File: src/rtl/mul_seq.sv
// Sequential shift-and-add unsigned multiplier, one multiplier bit per cycle.
// Output format matches the repeated-subtraction divider so either unit can feed the same consumer.
module mul_seq #(
    parameter int WIDTH = 4
) (
    input  logic             CLK,
    input  logic             RST_N,
    input  logic             START,
    input  logic [WIDTH-1:0] A,
    input  logic [WIDTH-1:0] B,
    output logic             BUSY,
    output logic             DONE,
    output logic [15:0]      result,
    output logic [15:0]      acc_status
);

    localparam int PW = 2 * WIDTH;

    localparam logic [1:0] ST_IDLE = 2'd0;
    localparam logic [1:0] ST_RUN  = 2'd1;
    localparam logic [1:0] ST_DONE = 2'd2;

    localparam logic [3:0] LAST_BIT = 4'(WIDTH - 1);

    logic [1:0]       state_q,  state_d;
    logic [PW-1:0]    mcand_q,  mcand_d;
    logic [WIDTH-1:0] mplier_q, mplier_d;
    logic [PW-1:0]    acc_q,    acc_d;
    logic [3:0]       bitcnt_q, bitcnt_d;
    logic [3:0]       addcnt_q, addcnt_d;
    logic             opzero_q, opzero_d;
    logic [15:0]      result_q, result_d;
    logic [15:0]      status_q, status_d;

    always_comb begin
        state_d  = state_q;
        mcand_d  = mcand_q;
        mplier_d = mplier_q;
        acc_d    = acc_q;
        bitcnt_d = bitcnt_q;
        addcnt_d = addcnt_q;
        opzero_d = opzero_q;
        result_d = result_q;
        status_d = status_q;

        case (state_q)
            ST_IDLE, ST_DONE: begin
                if (START) begin
                    state_d  = ST_RUN;
                    mcand_d  = {{WIDTH{1'b0}}, A};
                    mplier_d = B;
                    acc_d    = '0;
                    bitcnt_d = '0;
                    addcnt_d = '0;
                    opzero_d = (A == '0) || (B == '0);
                end else begin
                    state_d = ST_IDLE;
                end
            end
            ST_RUN: begin
                if (mplier_q[0]) begin
                    acc_d = acc_q + mcand_q;
                    if (addcnt_q != 4'hF) begin
                        addcnt_d = addcnt_q + 4'd1;
                    end
                end
                mcand_d  = mcand_q << 1;
                mplier_d = mplier_q >> 1;
                bitcnt_d = bitcnt_q + 4'd1;
                // Outputs capture this cycle's final accumulation on the edge into DONE.
                if (bitcnt_q == LAST_BIT) begin
                    state_d           = ST_DONE;
                    result_d          = '0;
                    result_d[PW-1:0]  = acc_d;
                    status_d          = '0;
                    status_d[0]       = (acc_d == '0);
                    status_d[1]       = (acc_d[PW-1:WIDTH] != '0);
                    status_d[2]       = opzero_q;
                    status_d[7:4]     = addcnt_d;
                end
            end
            default: begin
                state_d = ST_IDLE;
            end
        endcase
    end

    always_ff @(posedge CLK) begin
        if (!RST_N) begin
            state_q  <= ST_IDLE;
            mcand_q  <= '0;
            mplier_q <= '0;
            acc_q    <= '0;
            bitcnt_q <= '0;
            addcnt_q <= '0;
            opzero_q <= 1'b0;
            result_q <= '0;
            status_q <= '0;
        end else begin
            state_q  <= state_d;
            mcand_q  <= mcand_d;
            mplier_q <= mplier_d;
            acc_q    <= acc_d;
            bitcnt_q <= bitcnt_d;
            addcnt_q <= addcnt_d;
            opzero_q <= opzero_d;
            result_q <= result_d;
            status_q <= status_d;
        end
    end

    assign BUSY       = (state_q == ST_RUN);
    assign DONE       = (state_q == ST_DONE);
    assign result     = result_q;
    assign acc_status = status_q;

endmodule
File: config.mk
export PLATFORM = sky130hd
export DESIGN_NAME = mul_seq
export DESIGN_NICKNAME = d
export VERILOG_FILES = /design/src/rtl/mul_seq.sv
export SDC_FILE = /design/constraint.sdc
export NUM_CORES = 1
export LEC_CHECK = 0
export ABC_AREA = 1
export CAP_MARGIN = 20
export CORE_AREA = 2 2 76 78
export CTS_CLUSTER_DIAMETER = 100
export DETAILED_ROUTE_END_ITERATION = 10
export DIE_AREA = 0 0 78 80
export HOLD_SLACK_MARGIN = 0.15
export PLACE_DENSITY = 0.82
export RECOVER_POWER = 25
export SLEW_MARGIN = 10
export SYNTH_ARGS = -nofsm -noshare
export SYNTH_HDL_FRONTEND = slang
export SYNTH_SLANG_ARGS = --single-unit
File: constraint.sdc
create_clock -name CLK -period 1.7 [get_ports CLK]
set_input_delay 0.34 -clock CLK [delete_from_list [all_inputs] [get_ports CLK]]
set_output_delay 0.34 -clock CLK [all_outputs]
set_load 0.01 [all_outputs]
# Yosys cells after proc, flatten, opt, wreduce, memory -nomap -nowiden
# Index checks and enable logic that the tools add are counted.
# word_totals
reg_bits	46
inputBits	11
out_inout_bits	34
wordCells	45
# op_classes
addsub	3
n_eq_ne	6
mux	16
n_reduce_logical	11
# op_table
operator	count
two-way mux 8 bit	4
one-hot mux 8 bit (2 select lines)	2
one-hot mux 4 bit (2 select lines)	3
two-way mux 4 bit	4
adder 4 x 1 -> 4 bit, second input constant	2
adder 8 bit	1
zero test 4 bit	2
zero test 8 bit	1
AND reduction 2 bit	3
== test 4 x 2 -> 1 bit, second input constant	1
inequality test 4 bit, second input constant	1
one-hot mux 2 bit (2 select lines)	1
nonzero test 4 bit	1
== test 2 x 1 -> 1 bit, second input constant	1
== test 2 bit, second input constant	1
zero test 2 bit	1
two-way mux 2 bit	1
inequality test 2 x 1 -> 1 bit, second input constant	1
inequality test 2 bit, second input constant	1
nonzero test 2 bit	1
OR reduction 2 bit	1
logical OR 1 bit	1
two-way mux 1 bit	1

# Logic depth before layout (Yosys ltp)
# Gate-level depths: netlist of run 1.
# depth
ltp_word	4
depth_mapped	13
mapped_depth_nobuf	13

# Worst setup path before layout of run 1
# No wires, ideal clock.
# synth_path
path_kind	register to register
startpoint	reg mcand_q[0]
endpoint	reg status_q[1] (netlist: acc_status[1])
setup_time_ns	0.109
arrival_time_ns	1.616
required_time_ns	1.591
path_slack_ns	-0.025
path_stages_with_launch	13
n_path_buf	0
synth_period_minus_slack_ns	1.725
cell_sequence	dfxtp_1 > ha_1 > fa_1 > nand2_1 > nand2_1 > nand3_2 > nand3_1 > nand3_2 > nand2_2 > nor2_4 > nand3_1 > nand2_1 > inv_1
# synth_between
elab_chain_cells	4
# synth_lines
item	line	source
from (decl)	26	logic [PW-1:0] mcand_q, mcand_d;
from (signal assigned)	101	mcand_q <= mcand_d;
adder 8 bit	62	acc_d = acc_q + mcand_q;
two-way mux 8 bit	61	if (mplier_q[0]) begin
two-way mux 8 bit	46	case (state_q)
nonzero test 4 bit	77	status_d[1] = (acc_d[PW-1:WIDTH] != '0);
to (signal assigned)	108	status_q <= status_d;
to (decl)	33	logic [15:0] status_q, status_d;
# No other way between the ends. The select of a mux whose other input is x is not followed.
# A chain may end at the register's enable or synchronous reset.

# Final worst setup path of run 1
# layout_path
startpoint	reg mcand_q[0]
endpoint	reg status_q[0] (netlist: acc_status[0])
# layout_between
elab_chain_cells	4
# layout_lines
item	line	source
adder 8 bit	62	
two-way mux 8 bit	61	
two-way mux 8 bit	46	
zero test 8 bit	76	status_d[0] = (acc_d == '0);
# No other way between the ends. The select of a mux whose other input is x is not followed.

==> key figures, run 1 <==
Logic synthesis
  – Top cells by area, synth: dfxtp_1 (38%), nand2_1 (13%), buf_4 (5.5%), a21oi_1 (4.9%), ha_1 (4.6%)
  – Synth cell types: 38
  – Ys async rst share: 0%
  – Top-count cell post-synth: nand2_1
  – Syn avg cell area: approximately 7.5 µm²
  – Post-synthesis cell count: 328
  – EDFF count, synth: 0
  – Top post-synthesis cells by count: nand2_1 (87), dfxtp_1 (46), a21oi_1 (24), inv_1 (22), nand3_1 (22)
  – Mapped Area: 2445 µm²
  – Yosys synthesis warning count: 0
  – Post-synthesis sequential area ratio: 37.67%
  – Top FF cell, synth: dfxtp_1
  – Post-synth top area share: 37.67%
  – #FFs+latches synth: 46
  – Top cell type by total area after synthesis: dfxtp_1

Pwr
  – Power Density: 727.5 nW/µm²
  – Leak Pwr: 1.249 nW
  – IR drop worst, VDD: between 0.0005 and 0.0006 V

Placed design
  – Post-DP HPWL: about 3800 µm
  – Dpl cell area: around 2800 µm²
  – Placed Cells incl. Taps: 430
  – I/O Buffers: 27
  – RePlAce Congestion: 0.7857

STA
  – Tmin final: 1.702 ns
  – Fin Setup TNS: -0.002082 ns
  – Setup-failing EPs final: 1
  – Final period util: 100.1%
  – Maximum clock rate: 0.5875 GHz
  – PnR worst setup slack: -0.002082 ns
  – Least-Margin Pin Slew: 0.5933 ns
  – Min Hold Slack: 0.4481 ns
  – Max_slew headroom: between 60 and 70%
  – RSZ-0062 raised after global routing: yes
  – Pins Over Slew Limit: 0
  – Endpoints failing hold: 0
  – Skew final: about 0.0067 ns

Detailed routing
  – Via density: 5.059
  – Total number of vias: 2221
  – Routed len/inst: 12.10 µm
  – Post-Route WL: 5310 µm
  – DRC viols: 0
  – DRT Pass-1 Iters: 4
  – ANT nets after route: 0
  – Initial DRC Count: approximately 110

Critical path
  – Worst-case reg-to-reg path depth: 11
  – Worst path most repeated cell: nand3_2
  – Crit. Startpoint: mcand_q[0]
  – CP bufs+invs: 0
  – Cell at the slowest stage of the critical path: fa_2
  – Crit path capture: acc_status[0]
  – Slowest stage delay, CP: 0.36 ns
  – CP max FO: 3
  – Worst r2r src: mcand_q[0]
  – Worst path cell trace: ha_4 > fa_2 > nand2_2 > nand2_2 > nand3_2 > nand3_2 > nand3_2 > nand2_4 > nor2_4 > nand3_2 > a21oi_2
  – Crit path depth: 11
  – R2R setup slack: -0.002 ns
  – Required time worst endpoint: roughly 2.0 ns
  – Setup crit end kind: register
  – Delay-heaviest family, CP: simple AND/OR/NAND/NOR gates
  – Startpoint Class: register
  – Reg2reg end: acc_status[0]
  – Kind of critical path: reg2reg
  – CP arrival: 1.96 ns

Clock network
  – Total number of clock tree sinks: 46
  – Cts-stage hold buffer count: 0
  – CTS tree: done
  – CTS clk-pin slew, worst paths: ~0.08 ns
  – H-tree depth: 2
  – Number of buffers created by CTS: 5
  – Clk buf depth: 2
  – Root buf cell: clkbuf_8
  – Skew-Pair Late Insertion Delay: about 0.31 ns

Outcome
  – Status: finished with violations
  – Failing checks: setup timing

GRT
  – Largest net degree at the start of global routing: 31
  – Initial antenna violation count: 0
  – Vias in the first global route: between 2000 and 2500
  – GRT Util Overall: 18.11%
  – Gr ovfl total: 0
  – First-pass GRT wire length: 9087 µm

Floorplanning
  – Die height: 80 µm
  – Die W: 78 µm
  – Initial Utilization: 45.23%
  – Die area: 6240 µm²
  – Core ar.: between 5000 and 6000 µm²
  – Top Ports: 45
  – Site Rows: 27

Final layout
  – Fin nets: around 390
  – Area Overhead vs Synth: 24.72%
  – Final Non-Filler Cells: 439
  – Ant diodes: 0
  – Final instance area: 3049 µm²
  – Share of post-route cells with drive strength above 1: 19.89%

Run
  – Max-cap viol count: 0

Worst hold path
  – Hold Path Class: reg2reg
## kinds of logic after synthesis
kind of cell    after synthesis  synth area share, %
simple gates                157                30.96
buf+inv                      56                11.51
compound gates               55                13.20
flops                        46                37.67
fa+ha+maj                    10                5.425
xor+xnor                      3                1.075
other cells                   1               0.1534
## through the flow
step	power, mW	util (%)	setup slack, ns
after floorplan	1.341	-	0.02640
after global placement	1.414	52.27	-0.01543
after detailed placement	1.422	52.27	-0.08190
after CTS	2.227	55.65	0.001201
after global routing	2.314	56.41	-0.09260
final	2.218	56.41	-0.002082
## power by group
part / switching (mW) / internal (mW)
Clock: 0.372 / 0.440
Sequential: 0.0264 / 1.10
Combinational: 0.168 / 0.110
## routing by layer
layer / vias up / wire [µm] / global-route usage [%]
met5: - / 0 / 0
met2: 61 / 2780 / 33.53
met4: 0 / 92 / 7.544
met1: 1034 / 2156 / 19.59
li1: 1117 / - / -
met3: 9 / 281 / 4.525
## cell type report
| class | count | area, µm² |
|---|---|---|
| Fill cell | 506 | 2356 |
| Multi-Input combinational cell | 242 | 1410 |
| Sequential cell | 46 | 928.4 |
| Timing Repair Buffer | 42 | 405.4 |
| Inverter | 29 | 108.9 |
| Tap cell | 72 | 90.09 |
| Clock buffer | 7 | 76.32 |
| Clock inverter | 1 | 30.03 |
## state kept, by name, summed over array words and instances (netlist names)
name        count
state_q         2
bitcnt_q        4
acc_q           8
addcnt_q        4
result          8
mplier_q        4
opzero_q        1
acc_status      7
mcand_q         8
## layout by cell type (no fill, tap or decap), drive strengths merged, types with 7 or more instances in the layout
| master | count |
|---|---|
| nand2 | 93 |
| dfxtp | 46 |
| inv | 29 |
| nand3 | 29 |
| nor2 | 27 |
| a21oi | 25 |
| clkdlybuf4s50 | 24 |
| conb | 17 |
| buf | 14 |
| o21ai | 14 |
| ha | 9 |
| clkbuf | 8 |
| a31oi | 7 |
## timing repair
item | in CTS | in global routing
pin swaps | 6 | 3
buffers inserted | 0 | 1
setup endpoints to repair | 5 | 10
resized for setup | 17 | 9
## how the worst min path moves through the flow
| stage | from | to | slack [ns] | cells after the start |
|---|---|---|---|---|
| 2_1_floorplan | mplier_q[3] | mplier_q[3] | 0.44 | 2 |
| 3_5_place_dp | result[4] | result[4] | 0.46 | 2 |
| 6_report | bitcnt_q[0] | bitcnt_q[0] | 0.45 | 1 |
| 3_3_place_gp | mplier_q[3] | mplier_q[3] | 0.45 | 2 |
| 4_1_cts | result[4] | result[4] | 0.47 | 2 |
| 5_1_grt | bitcnt_q[0] | bitcnt_q[0] | 0.47 | 1 |
(Power assumes the default switching activity.)
==> run 2: changes to the inputs <==
Settings changed: TNS_END_PERCENT set to 1.
==> run 2 against run 1 <==
Net effect:
- the flow still finishes with violations (setup timing)
- global-route usage fell by 0.31 points
- power fell by 0.22%
- via count rose by 0.27%
- first-iteration DRC count fell by 10%
- combinational power barely moved
- cell count did not move
- register-to-register slack got worse by 0.03 ns
- core utilization fell by 0.67 points
- sequential share of layout area rose by 0.41 points
- clock skew rose by 0.00088 ns
- setup slack got worse by 0.025 ns
- clock-buffer cell count did not move
- largest cell class unchanged
- largest power group unchanged
- highest routed layer unchanged
==> key figures, run 2 (synthesis results as in run 1) <==
STA
  – Skew final: 0.007584 ns (+0.0008792 ns)
  – Maximum clock rate: 0.5789 GHz (-1.5%)
  – PnR worst setup slack: -0.02733 ns (-0.02525 ns)
  – Max_slew headroom: 58.35% (-2.1 points)
  – Setup-failing EPs final: 3 (+2)
  – Least-Margin Pin Slew: 0.6248 ns (+0.03142 ns)
  – Pins Over Slew Limit: 0 (unchanged)
  – Endpoints failing hold: 0 (unchanged)
  – Final period util: 101.6% (+1.5 points)
  – Tmin final: 1.727 ns (+0.02525 ns)
  – RSZ-0062 raised after global routing: yes

Critical path
  – Setup crit end kind: register
  – Worst path most repeated cell: nand3_2
  – Worst r2r src: acc_q[0]
  – Slowest stage delay, CP: 0.39 ns (+0.03 ns)
  – Startpoint Class: register
  – R2R setup slack: -0.03 ns (-0.03 ns)
  – Required time worst endpoint: 1.95 ns (about the same)
  – Worst path cell trace: ha_4 > fa_2 > nand2_2 > nand2_2 > nand3_2 > nand3_2 > nand3_2 > nand2_4 > nor2_4 > nand3_2 > a21oi_2
  – Cell at the slowest stage of the critical path: fa_2
  – Worst-case reg-to-reg path depth: 11 (unchanged)
  – Reg2reg end: acc_status[0]
  – CP max FO: 3 (unchanged)
  – Kind of critical path: reg2reg
  – CP arrival: 1.98 ns (+0.02 ns)

Floorplanning
  – Initial Utilization: 45.23% (unchanged)
  – Core ar.: 5405 µm² (unchanged)
  – Top Ports: 45 (unchanged)
  – Site Rows: 27 (unchanged)
  – Die height: 80 µm (unchanged)
  – Die W: 78 µm (unchanged)
  – Die area: 6240 µm² (unchanged)

Clock network
  – Number of buffers created by CTS: 5 (unchanged)
  – Skew-Pair Late Insertion Delay: 0.31 ns (about the same)
  – CTS clk-pin slew, worst paths: 0.08 ns (about the same)
  – CTS tree: done
  – H-tree depth: 2 (unchanged)
  – Root buf cell: clkbuf_8
  – Clk buf depth: 2 (unchanged)
  – Total number of clock tree sinks: 46 (unchanged)

GRT
  – Vias in the first global route: 2132 (-0.19%)
  – Initial antenna violation count: 0 (unchanged)
  – GRT Util Overall: 17.79% (-0.31 points)
  – Gr ovfl total: 0 (unchanged)
  – First-pass GRT wire length: 8942 µm (-1.6%)
  – Largest net degree at the start of global routing: 31 (unchanged)

Detailed routing
  – DRC viols: 0 (unchanged)
  – Total number of vias: 2227 (+0.27%)
  – Routed len/inst: 12.08 µm (-0.13%)
  – ANT nets after route: 0 (unchanged)
  – Initial DRC Count: 94 (-10%)
  – DRT Pass-1 Iters: 5 (+1)
  – Via density: 5.073 (+0.27%)
  – Post-Route WL: 5303 µm (-0.13%)

Final layout
  – Final core occ: 55.74% (-0.67 points)
  – Most common cell after layout, fill and taps aside: nand2_1
  – Area Overhead vs Synth: 23.23%
  – Fin nets: 387 (unchanged)
  – Fillers: 513 (+1.4%)
  – Share of post-route cells with drive strength above 1: 17.71% (-2.2 points)
  – Most frequent cells in the layout: nand2_1 (86), dfxtp_1 (39), inv_1 (26), clkdlybuf4s50_1 (24), a21oi_1 (23)
  – Ant diodes: 0 (unchanged)

Pwr
  – Leak Pwr: 1.254 nW (+0.41%)
  – Power Total: 2.213 mW (-0.22%)
  – Power Density: 734.6 nW/µm² (+0.98%)
  – IR drop worst, VDD: 0.0005624 V (+0.51%)

Worst hold path
  – Hold EP: result[4]
  – Hold Path Origin: result[4]
  – WHS Path Cells: 2 (+1)
  – Hold Path Class: reg2reg

Run
  – Max-cap viol count: 0 (unchanged)

Placed design
  – Post-DP HPWL: 3831 µm (unchanged)
  – I/O Buffers: 27 (unchanged)
  – RePlAce Congestion: 0.7857 (unchanged)

Outcome
  – Status: finished with violations
  – Failing checks: setup timing
-- run 2: cell type report --
| class | instances | area, µm² | share of cell area (%) |
|---|---|---|---|
| multi-input combinational | 242 | 1373 | 45.56 |
| sequential | 46 | 929.6 | 30.86 |
| clock inverter | 1 | 30.03 | 0.9967 |
| timing repair buffer | 42 | 405.4 | 13.46 |
| inverter | 29 | 108.9 | 3.613 |
| clock buffer | 7 | 76.32 | 2.533 |
| tap | 72 | 90.09 | 2.990 |
-- run 2: per-layer routing --
layer | track usage, % | share of wire [%] | vias to the layer above | wire [µm]
met5 | 0 | 0 | - | 0
met4 | 7.018 | 2.1 | 0 | 110
met3 | 4.525 | 4.6 | 15 | 243
met2 | 33.19 | 51 | 60 | 2713
li1 | - | - | 1114 | -
met1 | 19.17 | 42 | 1038 | 2235
-- run 2: worst max path at each step --
stage,startpoint,to,cells past startpoint
after floorplan,mcand_q[0],acc_status[1],12
after global placement,mcand_q[0],acc_status[1],12
after detailed placement,mcand_q[0],acc_status[1],12
after CTS,mcand_q[0],acc_status[1],12
after global routing,acc_q[0],acc_status[1],12
final,acc_q[0],acc_status[0],11
-- run 2: power by group --
part / switching, mW / internal (mW) / total (mW) / leakage, nW
clock: 0.369 / 0.440 / 0.809 / 0.0524
sequential: 0.0259 / 1.10 / 1.13 / 0.376
combinational: 0.167 / 0.109 / 0.276 / 0.826
total: 0.562 / 1.65 / 2.21 / 1.25
-- run 2: what timing repair did --
| action | in CTS | in global routing |
|---|---|---|
| hold buffers | 0 | 0 |
| resized for setup | 3 | 20 |
| pin swaps | 1 | 8 |
| buffers inserted | 0 | 1 |
| endpoints found under the setup margin | 5 | 12 |
-- run 2: per-stage QoR --
stage / std cells / setup slack [ns] / TNS [ns] / hold slack (ns) / area (µm²)
after global routing: 439 / -0.1300 / -0.4932 / 0.5031 / 3013
after global placement: 430 / -0.01543 / -0.01543 / 0.4468 / 2825
after detailed placement: 430 / -0.08190 / -0.1530 / 0.4607 / 2825
after CTS: 438 / -0.04165 / -0.06669 / 0.4746 / 2934
after floorplan: 344 / 0.02640 / 0 / 0.4403 / 2507
final: 439 / -0.02733 / -0.05610 / 0.4720 / 3013
-- run 2: critical path, delay by kind of cell (launching register included) --
kind / cells / cell delay (ns)
adders and majority gates: 2 / 0.55
and+or+nand+nor: 8 / 0.66
DFF: 1 / 0.34
AOI/OAI and AO/OA: 1 / 0.11
